$ cat src/rtl/demux_dist.sv
// demux_dist: 1-to-31 write-side distributor.
// One DW-bit input stream is steered by a 5-bit select into 31 holding registers,
// each with its own valid/ack handshake. Select code 31 accepts and discards the
// word, strobing drop_pulse and bumping a saturating drop counter.
module demux_dist #(
    parameter int unsigned LANES = 31,
    parameter int unsigned DW    = 2,
    parameter int unsigned CW    = 8
) (
    input  logic                clk,
    input  logic                rst,
    input  logic                in_valid,
    output logic                in_ready,
    input  logic [4:0]          in_sel,
    input  logic [DW-1:0]       in_data,
    output logic [LANES*DW-1:0] out_data,
    output logic [LANES-1:0]    out_valid,
    input  logic [LANES-1:0]    out_ack,
    output logic                drop_pulse,
    output logic [CW-1:0]       drop_count,
    output logic [4:0]          busy_count
);

    localparam logic [4:0]    DROP_SEL = 5'd31;
    localparam logic [CW-1:0] CNT_MAX  = {CW{1'b1}};

    logic [LANES-1:0]    valid_q;
    logic [LANES-1:0]    valid_d;
    logic [LANES-1:0]    lane_wr;
    logic [LANES*DW-1:0] data_q;
    logic                drop_q;
    logic [CW-1:0]       drop_cnt_q;
    logic                sel_ready;
    logic                accept;
    logic                accept_drop;
    logic [4:0]          busy;

    // Ready decode: the drop code never matches a lane, so it stays ready.
    // An ack on the target lane frees it this cycle (pass-through, no bubble).
    always_comb begin
        sel_ready = 1'b1;
        for (int k = 0; k < int'(LANES); k++) begin
            if (in_sel == 5'(k)) begin
                sel_ready = ~valid_q[k] | out_ack[k];
            end
        end
    end

    assign in_ready    = sel_ready;
    // Gating by in_valid keeps an unknown select from touching state when idle.
    assign accept      = in_valid & sel_ready;
    assign accept_drop = accept & (in_sel == DROP_SEL);

    // Per-lane write strobes and next valid: a write wins over a same-cycle ack.
    always_comb begin
        lane_wr = '0;
        valid_d = '0;
        for (int k = 0; k < int'(LANES); k++) begin
            lane_wr[k] = accept & (in_sel == 5'(k));
            valid_d[k] = lane_wr[k] | (valid_q[k] & ~out_ack[k]);
        end
    end

    // Lane valid flags and held data; data is retained (not cleared) after ack.
    always_ff @(posedge clk or posedge rst) begin
        if (rst) begin
            valid_q <= '0;
            data_q  <= '0;
        end else begin
            valid_q <= valid_d;
            for (int k = 0; k < int'(LANES); k++) begin
                if (lane_wr[k]) begin
                    data_q[k*DW +: DW] <= in_data;
                end
            end
        end
    end

    // Drop strobe and saturating drop counter, both updated on the accepting edge.
    always_ff @(posedge clk or posedge rst) begin
        if (rst) begin
            drop_q     <= 1'b0;
            drop_cnt_q <= '0;
        end else begin
            drop_q <= accept_drop;
            if (accept_drop && (drop_cnt_q != CNT_MAX)) begin
                drop_cnt_q <= drop_cnt_q + CW'(1);
            end
        end
    end

    // Occupancy: population count of the registered valid vector.
    always_comb begin
        busy = '0;
        for (int k = 0; k < int'(LANES); k++) begin
            busy = busy + 5'(valid_q[k]);
        end
    end

    assign out_data   = data_q;
    assign out_valid  = valid_q;
    assign drop_pulse = drop_q;
    assign drop_count = drop_cnt_q;
    assign busy_count = busy;

endmodule
$ cat config.mk
export PLATFORM = sky130hd
export DESIGN_NAME = demux_dist
export DESIGN_NICKNAME = d
export VERILOG_FILES = /design/src/rtl/demux_dist.sv
export SDC_FILE = /design/constraint.sdc
export NUM_CORES = 1
export LEC_CHECK = 0
export ABC_CLOCK_PERIOD_IN_PS = 16350
export CORE_MARGIN = 2
export CORE_UTILIZATION = 52
export CTS_CLUSTER_DIAMETER = 40
export DETAILED_ROUTE_END_ITERATION = 8
export HOLD_SLACK_MARGIN = 0.1
export PLACE_DENSITY_LB_ADDON = 0.15
export RECOVER_POWER = 100
export SYNTH_ARGS = -nofsm -noshare
export SYNTH_HDL_FRONTEND = slang
export SYNTH_SLANG_ARGS = --single-unit
$ cat constraint.sdc
create_clock -name clk -period 16.35 [get_ports clk]
set_clock_uncertainty 0.15 [all_clocks]
set_input_delay 1.635 -clock clk [delete_from_list [all_inputs] [get_ports clk]]
set_output_delay 1.635 -clock clk [all_outputs]
set_load 0.01 [all_outputs]
==> impl_metrics.sql, run 1 <==
INSERT INTO impl_metrics (metric_group, metric, value, unit) VALUES
('status', 'status', 'finished, violations left', ''),
('status', 'violations', 'max-capacitance violations, max-slew violations', ''),
('logic_synthesis', 'synth_nets', '537', ''),
('logic_synthesis', 'sequential_area_share_after_synthesis', '47.1', '%'),
('timing', 'setup_viol', '0', ''),
('placed_design', 'gp_congestion', '0.861', ''),
('critical_path', 'critical_path_at', '5.93', 'ns'),
('clock_tree', 'cts_setup_buffers', '0', ''),
('cells_and_area', 'leading_cell_type_in_the_layout_fill_and_taps_excluded', 'dlygate4sd3_1', ''),
('clock_tree', 'clock_tree.htree_level_count', '3', ''),
('logic_synthesis', 'mux_contribution_to_synthesized_area', '13.5', '%'),
('critical_path', 'critical_path_depth', '16', ''),
('clock_tree', 'cts.sink_count', '102', ''),
('critical_path', 'worstSetupEndpointType', 'output pin', ''),
('detailed_routing', 'drt_wl_total', '14.5', 'mm'),
('placed_design', 'placement.io_buffers', '148', ''),
('placed_design', 'post_dp_hpwl', '11.1', 'mm'),
('die', 'start_util', '53.0', '%'),
('logic_synthesis', 'ys_seq_elements', '102', ''),
('detailed_routing', 'detail_route.wl_per_cell', '19.4', 'um'),
('detailed_routing', 'num_vias', '4208', ''),
('critical_path', 'r2r-end', 'out_data[23]$_DFFE_PP0P_', ''),
('job', 'cap_violations', '2', ''),
('clock_tree', 'insertion_delay', '0.38', 'ns'),
('critical_path', 'worst_path_most_repeated_cell', 'fa_1', ''),
('critical_path', 'reg2regPathDepth', '7', ''),
('timing', 'slew_violations', '105', ''),
('detailed_routing', 'avg_vias_per_cell', '5.65', ''),
('detailed_routing', 'dr.pass1.iters', '7', ''),
('timing', 'layout_worst_path_cycle_share', '47.2', '%'),
('logic_synthesis', 'yosys_warnings', '0', ''),
('clock_tree', 'clockRootBuffer', 'clkbuf_8', ''),
('detailed_routing', 'dr.first_iter.drc_count', '310', ''),
('logic_synthesis', 'synth_compound_area_share', '9.14', '%'),
('clock_tree', 'worst_setup_hold_path_clk_slew', '0.10', 'ns'),
('clock_tree', 'quantity_of_gates_resized_following_cts', '0', ''),
('timing', 'final.setup.tns', '0', 'ns'),
('pwr', 'power_density', '87.4', 'mW/mm2'),
('critical_path', 'cp-startpoint', 'out_valid[17]$_DFF_PP0_', ''),
('die', 'num_rows', '37', ''),
('pwr', 'cellLeakagePower', '3.57', 'nW'),
('cells_and_area', 'multi_input_area', '0.00253', 'mm2'),
('critical_path', 'worst_ep_required_time', '14.57', 'ns'),
('logic_synthesis', 'synth.distinct_cells', '58', ''),
('grt', 'grt.overflow.total', '0', ''),
('die', 'floorplan.die.width', '106', 'um'),
('logic_synthesis', 'syn_area_per_cell', '11.7', 'um2'),
('critical_path', 'cp_num_buf_inv', '5', ''),
('grt', 'antenna_found_initial', '0', ''),
('detailed_routing', 'postRouteAntennaNets', '0', ''),
('grt', 'groute.usage.overall', '26.9', '%'),
('grt', 'grt_pass1_vias', '4375', ''),
('critical_path', 'critical-path-top-delay-family', 'adder cells', ''),
('pwr', 'worst_voltage_drop_across_the_vdd_grid', '79.0', 'uV'),
('clock_tree', 'cts_made_buffers', '9', ''),
('logic_synthesis', 'syn-cell-area', '0.00542', 'mm2'),
('logic_synthesis', 'synth_top_family_by_area', 'multiplexers', ''),
('detailed_routing', 'remaining_drc_errors', '0', ''),
('logic_synthesis', 'synth_enable_flop_cells', '0', ''),
('clock_tree', 'hold_buffers', '0', ''),
('critical_path', 'worst_path_largest_cell_delay', '0.61', 'ns'),
('timing', 'clock.fmax', '130', 'MHz'),
('timing', 'slew_hr', '-115', '%'),
('timing', 'worst_pin_slew', '3.23', 'ns'),
('cells_and_area', 'antenna-diode-count', '0', ''),
('die', 'core_area', '0.0102', 'mm2'),
('critical_path', 'crit_path_start_kind', 'flop', ''),
('critical_path', 'timing.critical_path.cells', 'fa_1 -> inv_1 -> fa_1 -> inv_1 -> fa_1 -> inv_1 -> fa_1 -> fa_1 -> fa_1 -> inv_1 -> fa_1 -> fa_1 -> a21o_1 -> a21oi_1 -> xnor2_1 -> dlygate4sd3_1', ''),
('die', 'floorplan.die.height', '106', 'um'),
('critical_path', 'crit-reg2reg-launch', 'out_valid[17]$_DFF_PP0_', ''),
('cells_and_area', 'final_core_util', '69.9', '%');
synthesized netlist by cell type, drive strengths merged (2+ instances only):
master  number  share of area, %
a31oi        2              0.23
nor2         9              0.62
and3         8              0.92
nand3        4              0.37
clkbuf      15               1.1
or2b         2              0.28
and2         2              0.23
a211o        2              0.32
inv         53               3.7
nor2b        9               1.0
xor2         3              0.48
ha           8               1.8
nand4        5              0.58
o211ai       5              0.69
a221o        2              0.37
nor3        19               1.9
or3          6              0.69
o21ai       10              0.92
nor3b        3              0.42
nand2b      16               1.8
fa          23               8.5
a21oi        6              0.55
xnor2        6              0.97
o311ai       3              0.48
o31ai        5              0.95
or3b         7               1.1
nand2       19               1.3
o22ai        2              0.23
a21o         9               1.2
or2          5              0.58
buf          6              0.78
dfrtp      102                47
mux2i        2              0.37
mux2        63                13
o21bai       5              0.69
a32o         2              0.37
nand3b       4              0.55
kinds of logic after synthesis:
group / count (synthesis)
AND/OR/NAND/NOR: 121
flip-flops: 102
buffers and inverters: 74
multiplexers: 65
AO/OA/AOI/OAI: 63
adder cells (fa/ha/maj): 31
XOR/XNOR: 9
report_power, final:
part	internal (W)	leakage, nW	total (W)	switching [W]
Clock	0.0000746	0.105	0.000172	0.0000976
Combinational	0.0000831	2.10	0.000153	0.0000697
Sequential	0.000283	1.37	0.000300	0.0000169
worst min path at each step:
stage,start,endpoint,slack [ns],cells after the start
2_1_floorplan,drop_count[5]$_DFFE_PP0P_,drop_count[5]$_DFFE_PP0P_,0.37,1
3_3_place_gp,drop_count[5]$_DFFE_PP0P_,drop_count[5]$_DFFE_PP0P_,0.33,1
3_5_place_dp,out_data[22]$_DFFE_PP0P_,out_data[22]$_DFFE_PP0P_,0.34,1
4_1_cts,out_data[3]$_DFFE_PP0P_,out_data[3]$_DFFE_PP0P_,0.37,1
5_1_grt,out_data[3]$_DFFE_PP0P_,out_data[3]$_DFFE_PP0P_,0.37,1
6_report,out_data[25]$_DFFE_PP0P_,out_data[25]$_DFFE_PP0P_,0.36,1
sequential cells by signal, summed over array words and instances, names as in the netlist:
signal / count
drop_count: 8
drop_pulse: 1
out_data: 62
out_valid: 31
metrics by stage:
stage	total power [W]	setup WS, ns	instance area [um2]	hold WS [ns]	cells
2_1_floorplan	0.000379	9.75	5420	0.369	465
3_3_place_gp	0.000470	9.22	6980	0.325	729
3_5_place_dp	0.000474	9.10	6980	0.343	729
4_1_cts	0.000644	8.67	7190	0.369	745
5_1_grt	0.000655	8.43	7150	0.368	745
6_report	0.000625	8.64	7150	0.358	745
area by class of cell:
cell class	instances	area share, %
Clock buffer	9	1.73
Clock inverter	7	1.21
Inverter	53	2.80
Multi-Input combinational cell	289	35.4
Sequential cell	102	35.7
Tap cell	136	2.38
Timing Repair Buffer	149	20.8
routing by layer:
layer / GRT usage (%) / vias to the layer above / wire [um]
li1: - / 1880 / -
met1: 36.1 / 2079 / 5820
met2: 42.3 / 214 / 6940
met3: 7.17 / 35 / 1280
met4: 9.59 / 0 / 431
met5: 0 / - / 0
Power figures use the tool's default switching activity.
==> inputs of run 2 (changes only) <==
- ABC_CLOCK_PERIOD_IN_PS: 16350 -> 7800
- CORE_UTILIZATION: 52 -> 49
- clock period: 16.35 -> 7.8 ns (I/O delays scaled with it)
==> impl_metrics.sql, run 2 (synthesis results as in run 1) <==
INSERT INTO impl_metrics (metric_group, metric, value, unit) VALUES
('grt', 'grt_pass1_wl', '22.6', 'mm'),
('cells_and_area', 'final_core_util', '66.7', '%'),
('critical_path', 'timing.critical_path.cells', 'fa_1 -> inv_1 -> fa_1 -> inv_1 -> fa_1 -> inv_1 -> fa_1 -> fa_1 -> fa_1 -> inv_1 -> fa_1 -> fa_1 -> a21o_1 -> a21oi_1 -> xnor2_1 -> dlygate4sd3_1', ''),
('detailed_routing', 'detail_route.wl_per_cell', '19.5', 'um'),
('critical_path', 'reg2regPathDepth', '7', ''),
('timing', 'final_hold_viol_count', '0', ''),
('pwr', 'comb_power_share', '22.9', '%'),
('critical_path', 'crit-reg2reg-launch', 'out_valid[17]$_DFF_PP0_', ''),
('placed_design', 'post_dp_hpwl', '11.2', 'mm'),
('critical_path', 'worstSetupEndpointType', 'output pin', ''),
('critical_path', 'crit_fanout', '4', ''),
('critical_path', 'cp_max_delay_cell', 'dlygate4sd3_1', ''),
('cells_and_area', 'final_net_count', '677', ''),
('cells_and_area', 'layout.cells.most_common_list', 'dlygate4sd3_1, dfrtp_1, mux2_2', ''),
('die', 'floorplan.die.width', '109', 'um'),
('grt', 'grt_max_degree', '66', ''),
('status', 'violations', 'max-capacitance violations, max-slew violations', ''),
('clock_tree', 'cts-root-to-sink-buffers', '2', ''),
('timing', 'worst_pin_slew', '3.45', 'ns'),
('detailed_routing', 'dr.first_iter.drc_count', '285', ''),
('cells_and_area', 'layout-drive-gt1-share', '14.1', '%'),
('critical_path', 'timing.reg2reg.setup_slack', '4.28', 'ns'),
('clock_tree', 'hold_buffers', '0', ''),
('pwr', 'power_density', '193', 'mW/mm2'),
('clock_tree', 'tritoncts', 'yes', ''),
('detailed_routing', 'postRouteAntennaNets', '0', ''),
('detailed_routing', 'num_vias', '4145', ''),
('hold_path', 'holdCritPathClass', 'reg -> reg', ''),
('cells_and_area', 'stdcell_count', '750', ''),
('detailed_routing', 'drt_wl_total', '14.6', 'mm'),
('grt', 'grt_pass1_vias', '4251', ''),
('clock_tree', 'insertion_delay', '0.36', 'ns'),
('placed_design', 'placement.io_buffers', '148', ''),
('status', 'status', 'finished, violations left', ''),
('pwr', 'worst_voltage_drop_across_the_vdd_grid', '118', 'uV'),
('detailed_routing', 'dr.pass1.iters', '5', ''),
('clock_tree', 'cts_setup_buffers', '0', ''),
('timing', 'unrepaired_setup_endpoints_after_global_routing', 'no', ''),
('pwr', 'power.switching_fraction', '26.2', '%'),
('timing', 'slew_violations', '105', ''),
('die', 'core_area', '0.0108', 'mm2'),
('grt', 'grt.overflow.total', '0', ''),
('job', 'cap_violations', '2', ''),
('timing', 'clock.fmax', '147', 'MHz'),
('pwr', 'net-switching-power', '0.000366', 'W'),
('placed_design', 'dpl.cell_count', '734', ''),
('timing', 'final.min_clock_period', '6.79', 'ns'),
('critical_path', 'crit_path_end', 'busy_count[4]', ''),
('timing', 'postLayoutSetupSlackWorst', '1.01', 'ns'),
('die', 'floorplan.die.height', '109', 'um'),
('detailed_routing', 'avg_vias_per_cell', '5.53', ''),
('clock_tree', 'cts.sink_count', '102', ''),
('cells_and_area', 'final-seq-area', '0.00255', 'mm2'),
('cells_and_area', 'antenna-diode-count', '0', ''),
('critical_path', 'worst_ep_required_time', '6.87', 'ns'),
('cells_and_area', 'multi_input_area', '0.00253', 'mm2'),
('clock_tree', 'quantity_of_gates_resized_following_cts', '0', ''),
('timing', 'setup_viol', '0', ''),
('detailed_routing', 'remaining_drc_errors', '0', ''),
('pwr', 'power_frac_clock', '32.1', '%'),
('critical_path', 'critical_path_at', '5.86', 'ns'),
('cells_and_area', 'largest_reg_flops', '62', ''),
('timing', 'layout_worst_path_cycle_share', '87.0', '%'),
('critical_path', 'r2r-end', 'out_data[23]$_DFFE_PP0P_', ''),
('clock_tree', 'cts_made_buffers', '9', ''),
('cells_and_area', 'areaGrowthSynthToFinish', '33.3', '%'),
('pwr', 'seq_power_share', '45.1', '%'),
('die', 'start_util', '50.0', '%'),
('pwr', 'cellLeakagePower', '3.61', 'nW'),
('critical_path', 'crit_path_start_kind', 'flop', ''),
('die', 'pin_count', '149', ''),
('critical_path', 'worst_path_largest_cell_delay', '0.61', 'ns'),
('cells_and_area', 'leading_cell_type_in_the_layout_fill_and_taps_excluded', 'dlygate4sd3_1', ''),
('cells_and_area', 'num-fill-cells', '889', ''),
('die', 'num_rows', '38', ''),
('clock_tree', 'clock_tree.htree_level_count', '3', ''),
('timing', 'slew_hr', '-130', '%'),
('placed_design', 'place_ws', '1.45', 'ns'),
('critical_path', 'cp-startpoint', 'out_valid[17]$_DFF_PP0_', ''),
('grt', 'groute.usage.overall', '25.4', '%'),
('pwr', 'total_power', '0.00140', 'W'),
('die', 'fp.dieArea', '0.0119', 'mm2'),
('critical_path', 'worst_path_most_repeated_cell', 'fa_1', ''),
('timing', 'final.setup.tns', '0', 'ns'),
('clock_tree', 'clockRootBuffer', 'clkbuf_8', ''),
('grt', 'antenna_found_initial', '0', ''),
('critical_path', 'worst-setup-path-type', 'reg -> out', ''),
('clock_tree', 'worst_setup_hold_path_clk_slew', '0.10', 'ns'),
('placed_design', 'gp_congestion', '0.869', ''),
('pwr', 'internal_power', '0.00103', 'W');
==> run 2: metrics by stage <==
stage	cell area, um2	hold WS (ns)
3_3_place_gp	7000	0.323
5_1_grt	7230	0.368
3_5_place_dp	7000	0.344
6_report	7230	0.342
4_1_cts	7280	0.358
2_1_floorplan	5420	0.369
==> run 2: worst min path at each step <==
stage	startpoint	to	slack (ns)	depth (start not counted)
floorplan	drop_count[5]$_DFFE_PP0P_	drop_count[5]$_DFFE_PP0P_	0.37	1
global placement	drop_count[5]$_DFFE_PP0P_	drop_count[5]$_DFFE_PP0P_	0.32	1
detailed placement	drop_count[5]$_DFFE_PP0P_	drop_count[5]$_DFFE_PP0P_	0.34	1
CTS	drop_count[5]$_DFFE_PP0P_	drop_count[5]$_DFFE_PP0P_	0.36	1
global route	drop_count[5]$_DFFE_PP0P_	drop_count[5]$_DFFE_PP0P_	0.37	1
finish	out_data[27]$_DFFE_PP0P_	out_data[27]$_DFFE_PP0P_	0.34	1
==> run 2: area by class of cell <==
class	instances	area share [%]
Clock buffer	11	2.09
Clock inverter	5	1.78
Inverter	53	2.77
Multi-Input combinational cell	289	35.0
Sequential cell	102	35.3
Tap cell	140	2.42
Timing Repair Buffer	150	20.6
==> run 2: power groups by stage <==
stage                     Clock (W)  Combinational, W  Sequential, W
after floorplan                   0          0.000127       0.000668
final                      0.000448          0.000319       0.000629
after global placement            0          0.000347       0.000639
after global routing       0.000482          0.000348       0.000638
after detailed placement          0          0.000353       0.000642
after CTS                  0.000457          0.000355       0.000633
==> run 2: routing by layer <==
metal	vias to the layer above	share of wire (%)	global-route usage [%]	wire, um
li1	1885	-	-	-
met1	2048	43	34.9	6230
met2	187	47	39.2	6840
met3	25	8.2	7.17	1200
met4	0	2.5	7.96	363
met5	-	0	0	0
==> run 2: critical path, delay by kind of cell, from the launching register on <==
family	cells	cell delay [ns]
compound gates	2	0.37
buf+inv	5	0.81
xor+xnor	1	0.13
fa+ha+maj	8	3.75
flops	1	0.43
==> inputs of run 3 (changes only) <==
- CAP_MARGIN: unset -> 20
- CTS_CLUSTER_DIAMETER: 40 -> 200
==> impl_metrics.sql, run 3 (synthesis results as in run 1) <==
INSERT INTO impl_metrics (metric_group, metric, value, unit) VALUES
('grt', 'groute.usage.overall', '25.4', '%'),
('clock_tree', 'cts.sink_count', '102', ''),
('cells_and_area', 'layout-drive-gt1-share', '14.4', '%'),
('detailed_routing', 'dr_wl_met2', '6.89', 'mm'),
('critical_path', 'crit-reg2reg-launch', 'out_valid[17]$_DFF_PP0_', ''),
('detailed_routing', 'met3WireLength', '1.14', 'mm'),
('critical_path', 'cp_num_buf_inv', '5', ''),
('status', 'status', 'finished, violations left', ''),
('cells_and_area', 'antenna-diode-count', '0', ''),
('detailed_routing', 'postRouteAntennaNets', '0', ''),
('timing', 'final.min_clock_period', '6.78', 'ns'),
('clock_tree', 'tritoncts', 'yes', ''),
('critical_path', 'crit_fanout', '4', ''),
('placed_design', 'gp_congestion', '0.869', ''),
('timing', 'final.setup.tns', '0', 'ns'),
('grt', 'grt_pass1_wl', '22.6', 'mm'),
('placed_design', 'post_dp_hpwl', '11.2', 'mm'),
('critical_path', 'worstSetupEndpointType', 'output pin', ''),
('critical_path', 'critical_path_at', '5.85', 'ns'),
('clock_tree', 'hold_buffers', '0', ''),
('timing', 'clock.fmax', '147', 'MHz'),
('pwr', 'worst_voltage_drop_across_the_vdd_grid', '118', 'uV'),
('die', 'floorplan.die.width', '109', 'um'),
('critical_path', 'timing.critical_path.cells', 'fa_1 -> inv_1 -> fa_1 -> inv_1 -> fa_1 -> inv_1 -> fa_1 -> fa_1 -> fa_1 -> inv_1 -> fa_1 -> fa_1 -> a21o_1 -> a21oi_1 -> xnor2_1 -> dlygate4sd3_1', ''),
('detailed_routing', 'remaining_drc_errors', '0', ''),
('hold_path', 'holdCritPathClass', 'reg -> reg', ''),
('timing', 'unrepaired_setup_endpoints_after_global_routing', 'no', ''),
('die', 'core_area', '0.0108', 'mm2'),
('critical_path', 'r2r-end', 'out_data[23]$_DFFE_PP0P_', ''),
('detailed_routing', 'highest_layer', 'met4', ''),
('cells_and_area', 'layout.cells.most_common_list', 'dlygate4sd3_1, dfrtp_1, mux2_2', ''),
('die', 'floorplan.die.height', '109', 'um'),
('critical_path', 'crit_path_start_kind', 'flop', ''),
('detailed_routing', 'm1WireLength', '6.29', 'mm'),
('critical_path', 'worst_path_most_repeated_cell', 'fa_1', ''),
('critical_path', 'reg2regPathDepth', '7', ''),
('critical_path', 'timing.reg2reg.setup_slack', '4.31', 'ns'),
('critical_path', 'worst_path_largest_cell_delay', '0.61', 'ns'),
('die', 'start_util', '50.0', '%'),
('pwr', 'power_density', '193', 'mW/mm2'),
('timing', 'slew_violations', '105', ''),
('cells_and_area', 'largest_reg_flops', '62', ''),
('detailed_routing', 'avg_vias_per_cell', '5.55', ''),
('timing', 'layout_worst_path_cycle_share', '87.0', '%'),
('pwr', 'cellLeakagePower', '3.63', 'nW'),
('timing', 'setup_viol', '0', ''),
('detailed_routing', 'dr.first_iter.drc_count', '302', ''),
('critical_path', 'cp_max_delay_cell', 'dlygate4sd3_1', ''),
('die', 'pin_count', '149', ''),
('status', 'violations', 'max-capacitance violations, max-slew violations', ''),
('clock_tree', 'quantity_of_gates_resized_following_cts', '0', ''),
('cells_and_area', 'stdcell_count', '752', ''),
('cells_and_area', 'final_net_count', '679', ''),
('die', 'fp.dieArea', '0.0119', 'mm2'),
('placed_design', 'dpl.cell_count', '734', ''),
('clock_tree', 'clock_tree.htree_level_count', '3', ''),
('die', 'num_rows', '38', ''),
('placed_design', 'place_ws', '1.45', 'ns'),
('hold_path', 'min_from', 'out_data[27]$_DFFE_PP0P_', ''),
('clock_tree', 'cts-root-to-sink-buffers', '2', ''),
('clock_tree', 'worst_setup_hold_path_clk_slew', '0.09', 'ns'),
('detailed_routing', 'drt_wl_total', '14.7', 'mm'),
('timing', 'final_hold_viol_count', '0', ''),
('critical_path', 'worst_ep_required_time', '6.87', 'ns'),
('cells_and_area', 'areaGrowthSynthToFinish', '33.9', '%'),
('timing', 'slew_hr', '-132', '%'),
('grt', 'grt_max_degree', '66', ''),
('timing', 'postLayoutSetupSlackWorst', '1.02', 'ns'),
('clock_tree', 'cts_made_buffers', '9', ''),
('detailed_routing', 'dr.pass1.iters', '5', ''),
('critical_path', 'critical-path-top-delay-family', 'adder cells', ''),
('cells_and_area', 'num-fill-cells', '886', ''),
('timing', 'worst_pin_slew', '3.48', 'ns'),
('detailed_routing', 'detail_route.wl_per_cell', '19.5', 'um'),
('placed_design', 'placement.io_buffers', '148', ''),
('detailed_routing', 'num_vias', '4172', ''),
('clock_tree', 'insertion_delay', '0.36', 'ns'),
('critical_path', 'worst-setup-path-type', 'reg -> out', ''),
('grt', 'antenna_found_initial', '0', ''),
('hold_path', 'min_path_cells', '1', ''),
('hold_path', 'min_to', 'out_data[27]$_DFFE_PP0P_', ''),
('cells_and_area', 'leading_cell_type_in_the_layout_fill_and_taps_excluded', 'dlygate4sd3_1', ''),
('job', 'cap_violations', '2', ''),
('timing', 'hold_ws', '0.343', 'ns'),
('grt', 'grt_pass1_vias', '4251', ''),
('clock_tree', 'cts_setup_buffers', '0', ''),
('clock_tree', 'clockRootBuffer', 'clkbuf_8', ''),
('grt', 'grt.overflow.total', '0', '');
## run 3: changes by cell type in the layout (fill, tap and decap cells not counted), sizes merged
cell,change
buf,+2
## run 3: final cells by class
cell class | count | area, um2 | share of cell area (%)
flip-flops and latches | 102 | 2550 | 35.2
inverters | 53 | 200 | 2.76
well taps | 140 | 175 | 2.41
multi-input cells | 289 | 2530 | 34.8
clock buffers | 11 | 151 | 2.09
clock inverters | 5 | 129 | 1.78
repair buffers | 152 | 1520 | 21.0
## run 3: per-layer routing
layer  GRT usage, %  vias to the layer above
met4           7.96                        0
met3           7.17                       21
met2           39.2                      173
li1               -                     1888
met1           34.9                     2090
met5              0                        -
## run 3: per-stage QoR
stage	total power (W)	utilization (%)	instance area, um2
4_1_cts	0.00144	67.1	7280
5_1_grt	0.00147	67.0	7260
2_1_floorplan	0.000795	-	5420
6_report	0.00140	67.0	7260
3_3_place_gp	0.000986	64.5	7000
3_5_place_dp	0.000995	64.5	7000
## run 3: where the power goes
| part | total (W) | switching [W] | internal (W) |
|---|---|---|---|
| clock network | 0.000448 | 0.000184 | 0.000264 |
| logic | 0.000321 | 0.000146 | 0.000175 |
| registers | 0.000629 | 0.0000363 | 0.000593 |
## run 3: how the worst max path moves through the flow
stage / startpoint / end / slack [ns] / cells after the start
2_1_floorplan: out_valid[17]$_DFF_PP0_ / busy_count[4] / 2.06 / 15
3_3_place_gp: out_valid[17]$_DFF_PP0_ / busy_count[4] / 1.51 / 16
3_5_place_dp: out_valid[17]$_DFF_PP0_ / busy_count[4] / 1.45 / 16
4_1_cts: out_valid[0]$_DFF_PP0_ / busy_count[4] / 1.03 / 14
5_1_grt: out_valid[17]$_DFF_PP0_ / busy_count[4] / 0.80 / 16
6_report: out_valid[17]$_DFF_PP0_ / busy_count[4] / 1.02 / 16
